## src/rtl/regfile_sb.sv

```systemverilog
// Clocked register file: one write port, two registered read ports with write-first bypass,
// and a per-register pending bit that decode uses to stall on RAW hazards.
module regfile_sb #(
  parameter int WIDTH    = 32,
  parameter int DEPTH    = 32,
  parameter int ZERO_REG = 0,
  localparam int AW      = (DEPTH > 1) ? $clog2(DEPTH) : 1
) (
  input  logic             clk,
  input  logic             reset,
  input  logic             rf,
  input  logic [AW-1:0]    rs1,
  input  logic [AW-1:0]    rs2,
  output logic [WIDTH-1:0] rd1,
  output logic [WIDTH-1:0] rd2,
  output logic             rd1_busy,
  output logic             rd2_busy,
  input  logic             wf,
  input  logic [AW-1:0]    ws,
  input  logic [WIDTH-1:0] wd,
  input  logic             iss,
  input  logic [AW-1:0]    ia
);

  localparam logic [AW:0] DEPTH_W = DEPTH[AW:0];

  logic [WIDTH-1:0] mem_r [DEPTH];
  logic [DEPTH-1:0] pend_r;
  logic [DEPTH-1:0] pend_nxt_s;
  logic [WIDTH-1:0] rd1_r, rd2_r;
  logic [WIDTH-1:0] val1_s, val2_s;
  logic             wr_ok_s, iss_ok_s;
  logic             busy1_s, busy2_s;

  // Addresses at or beyond DEPTH exist only when DEPTH is not a power of two.
  function automatic logic in_range(input logic [AW-1:0] a);
    return ({1'b0, a} < DEPTH_W);
  endfunction

  function automatic logic is_zero(input logic [AW-1:0] a);
    return (ZERO_REG != 0) && (a == {AW{1'b0}});
  endfunction

  function automatic logic [WIDTH-1:0] read_val(input logic [AW-1:0] a);
    return (!in_range(a) || is_zero(a)) ? {WIDTH{1'b0}} :
           (wr_ok_s && (ws == a))      ? wd :
                                         mem_r[a];
  endfunction

  // A pending register is not reported busy while its writeback is on the bus this cycle.
  function automatic logic busy_of(input logic [AW-1:0] a);
    return in_range(a) && !is_zero(a) && pend_r[a] && !(wf && (ws == a));
  endfunction

  // Write qualification, bypassed read values and busy flags.
  always_comb begin
    wr_ok_s  = wf && in_range(ws) && !is_zero(ws);
    iss_ok_s = iss && in_range(ia) && !is_zero(ia);
    val1_s   = read_val(rs1);
    val2_s   = read_val(rs2);
    busy1_s  = busy_of(rs1);
    busy2_s  = busy_of(rs2);
  end

  // Next pending vector: an issue to the same register as a writeback wins over the clear.
  always_comb begin
    pend_nxt_s = {DEPTH{1'b0}};
    for (int i = 0; i < DEPTH; i++) begin
      pend_nxt_s[i] = (iss_ok_s && (ia == AW'(i))) ||
                      (pend_r[i] && !(wr_ok_s && (ws == AW'(i))));
    end
  end

  // Register array storage.
  always_ff @(posedge clk or posedge reset) begin
    if (reset) begin
      for (int i = 0; i < DEPTH; i++) begin
        mem_r[i] <= {WIDTH{1'b0}};
      end
    end else if (wr_ok_s) begin
      mem_r[ws] <= wd;
    end
  end

  // Scoreboard pending bits.
  always_ff @(posedge clk or posedge reset) begin
    if (reset) begin
      pend_r <= {DEPTH{1'b0}};
    end else begin
      pend_r <= pend_nxt_s;
    end
  end

  // Registered read ports; they hold while rf is low.
  always_ff @(posedge clk or posedge reset) begin
    if (reset) begin
      rd1_r <= {WIDTH{1'b0}};
      rd2_r <= {WIDTH{1'b0}};
    end else if (rf) begin
      rd1_r <= val1_s;
      rd2_r <= val2_s;
    end
  end

  assign rd1      = rd1_r;
  assign rd2      = rd2_r;
  assign rd1_busy = busy1_s;
  assign rd2_busy = busy2_s;

endmodule

```

## config.mk

```make
export PLATFORM = sky130hd
export DESIGN_NAME = regfile_sb
export DESIGN_NICKNAME = d
export VERILOG_FILES = /design/src/rtl/regfile_sb.sv
export SDC_FILE = /design/constraint.sdc
export NUM_CORES = 2
export LEC_CHECK = 0
export CAP_MARGIN = 20
export CELL_PAD_IN_SITES_DETAIL_PLACEMENT = 0
export CELL_PAD_IN_SITES_GLOBAL_PLACEMENT = 2
export CORE_ASPECT_RATIO = 1.1
export CORE_MARGIN = 1
export CORE_UTILIZATION = 40
export DETAILED_ROUTE_END_ITERATION = 12
export PLACE_DENSITY_LB_ADDON = 0.1
export SLEW_MARGIN = 5
export SYNTH_ARGS = -nofsm -noshare
export SYNTH_HDL_FRONTEND = slang
export SYNTH_SLANG_ARGS = --single-unit
```

## constraint.sdc

```tcl
create_clock -name clk -period 49.1 [get_ports clk]
set_input_delay 7.365 -clock clk [delete_from_list [all_inputs] [get_ports clk]]
set_output_delay 7.365 -clock clk [all_outputs]
set_load 0.02 [all_outputs]
```

==> flow_metrics.tcl <==
set metrics [dict create \
    final_nets 3856 \
    avgRoutedWirePerCell_um 36.2 \
    dpl.hpwl_mm 113 \
    grt_remaining_overflow 0 \
    num_io_pins 123 \
    clk-insertion-delay-late_ps 770 \
    crit_path_max_incr_delay_ps 860 \
    dieArea_mm2 0.147 \
    cts_tree "yes" \
    path_cells "buf_8 -> buf_12 -> xnor2_1 -> nand4_1 -> nor2_1 -> nor2_1 -> clkdlybuf4s50_1" \
    die_w_um 366 \
    status "completed" \
    synth_edf_count 0 \
    rsz0062_at_grt "no" \
    htreeDepth 4 \
    place_congestion 0.846 \
    crit_start "rs1[0]" \
    final.setup.tns_ps 0 \
    reg2reg_from "mem_r[269]$_DFFE_PP0P_" \
    initial_core_util 0.404 \
    end_kind "output port" \
    synth-seq-cells 1120 \
    drt_iter0_drc 3015 \
    synthCells 3825 \
    drt-pass1-iter-count 5 \
    crit_type "in2out" \
    setup_viol_count_final 0 \
    cts_max_path_buffers 3 \
    yosysUniqueCellTypes 53 \
    cp_common_cell "nor2_1" \
    cts_root_buf "clkbuf_16" \
    grt_pass1_vias 40063 \
    worstHoldStart "mem_r[856]$_DFFE_PP0P_" \
    slew_headroom 0.208 \
    worst_slew_pin_slew_ps 1190 \
    cts-resized-gates 0 \
    syn_nets 3882 \
    postCtsHoldBufs 0 \
    fmax_mhz 55.5 \
    hold_viol 0 \
    drv_cap 0 \
    via_per_inst 6.43 \
    grt_max_degree 165 \
    drv_slew 0 \
    syn_area_per_cell_um2 15.2 \
    ys_seq_area_frac 0.481 \
    power_density_mw_per_mm2 42.3 \
    grtUsageTotal 0.288 \
    ys_async_sr_fraction 1.00 \
    vias 37424 \
    core_area_mm2 0.144 \
    die_h_um 402 \
    cp.arrival_ps 10660 \
    wirelength_mm 210 \
    worstPathRequired_ps 41740 \
    cts_sinks 1120 \
    postCtsSetupBuffers 0 \
    drtAntennaViolNets 0 \
    cts_made_buffers 132 \
    ys_warn_count 0 \
    final_cell_mix "1,120 x dfrtp_1, 972 x mux2_2, 551 x mux4_2" \
    grt_pass1_wl_mm 304 \
    min_period_over_period 0.367 \
    syn-cell-area_mm2 0.0583 \
    fillers 12629 \
    fin_crit_ps 18030 \
    p_leak_uw 0.0280 \
    synth_top_flop_cell "dfrtp_1" \
    drc 0 \
    port-buffer-count 122 \
    grt_antenna_before_repair 7 \
    drive_gt1_frac 0.492 \
    area_delta_synth_final_pct 13.1 \
    cp_slowest_cell "nor2_1" \
    min_path_type "reg2reg" \
    startpoint_type "primary input" \
    num_rows 146 \
    clk_pin_slew_ps 50 \
    clock_skew_ps 17.4 \
    final_common_cell "dfrtp_1" \
    worstPathMaxFanout 92 \
    utilization 0.457 \
    vdd_drop_max_uv 31.4 \
]
[worst max-delay path, delay by kind of cell]
kind / cells / cell delay, ps
buffers and inverters: 3 / 1740
and+or+nand+nor: 3 / 1290
xor gates and xnor gates: 1 / 230
[per-stage QoR]
stage	setup WS (ps)	power (uW)	hold slack (ps)	instances	cell area, um2
4_1_cts	30880	2810	501	5784	65300
3_5_place_dp	30880	1820	488	5559	61000
6_report	31070	2790	502	5816	65900
3_3_place_gp	30910	1780	481	5557	61000
5_1_grt	30850	2910	531	5814	65900
2_1_floorplan	10200	1640	461	3825	58300
[synthesized netlist by cell type (38+ instances only)]
| library cell | number | area, um2 |
|---|---|---|
| o21ai_0 | 65 | 325 |
| mux2i_1 | 46 | 460 |
| nand2_1 | 84 | 315 |
| a22o_1 | 40 | 350 |
| dfrtp_1 | 1120 | 28000 |
| mux4_2 | 551 | 12400 |
| o22ai_1 | 155 | 970 |
| nor2_1 | 56 | 210 |
| mux2_2 | 972 | 10900 |
| nor2b_1 | 38 | 238 |
| buf_2 | 114 | 571 |
| clkbuf_1 | 227 | 852 |
[layout make-up]
cell class	instances	area, um2	share of cell area
clock inverters	29	284	0.00431
inverters	25	103	0.00156
clock buffers	196	3960	0.0601
flip-flops and latches	1120	28000	0.425
well taps	1924	2410	0.0365
repair buffers	240	2550	0.0387
diodes	2	5.00	0.0000759
multi-input cells	2280	28600	0.433
[cells by family (layout without fill, tap and decap cells)]
family | after synthesis | in the layout | share of synthesized area
flops | 1120 | 1120 | 0.481
simple gates | 298 | 298 | 0.0256
mux | 1592 | 1592 | 0.414
compound gates | 380 | 380 | 0.0441
xor+xnor | 10 | 10 | 0.00150
other cells | 0 | 2 | 0
buf+inv | 425 | 490 | 0.0335
[per-layer routing]
metal / global-route usage / vias to the layer above / part of all wire
li1: - / 14862 / -
met1: 0.381 / 20774 / 0.41
met2: 0.480 / 1404 / 0.50
met3: 0.0514 / 378 / 0.062
met4: 0.0981 / 6 / 0.033
met5: 0 / - / 0.00017
[state kept, by name, indices dropped and copies added (netlist names)]
signal and flops:
pend_r 32, rd2 32, rd1 32, mem_r 1024
[final timing paths]
check / slack, ps / to / depth (start not counted)
worst max-delay path: 31070 / rd1_busy / 7
worst min-delay path: 500 / mem_r[856]$_DFFE_PP0P_ / 2
worst max register to register: 46980 / rd2[13]$_DFFE_PP0P_ / 5
worst min register to register: 500 / mem_r[856]$_DFFE_PP0P_ / 2
max in group asynchronous: 37290 / mem_r[619]$_DFFE_PP0P_ / 7
min in group asynchronous: 7160 / mem_r[29]$_DFFE_PP0P_ / 2
[power breakdown]
group,internal [uW],total [uW],switching [uW]
sequential,1100,1240,140
clock,581,981,400
combinational,340,562,222
Note: power is estimated with default switching activity, not from simulation.
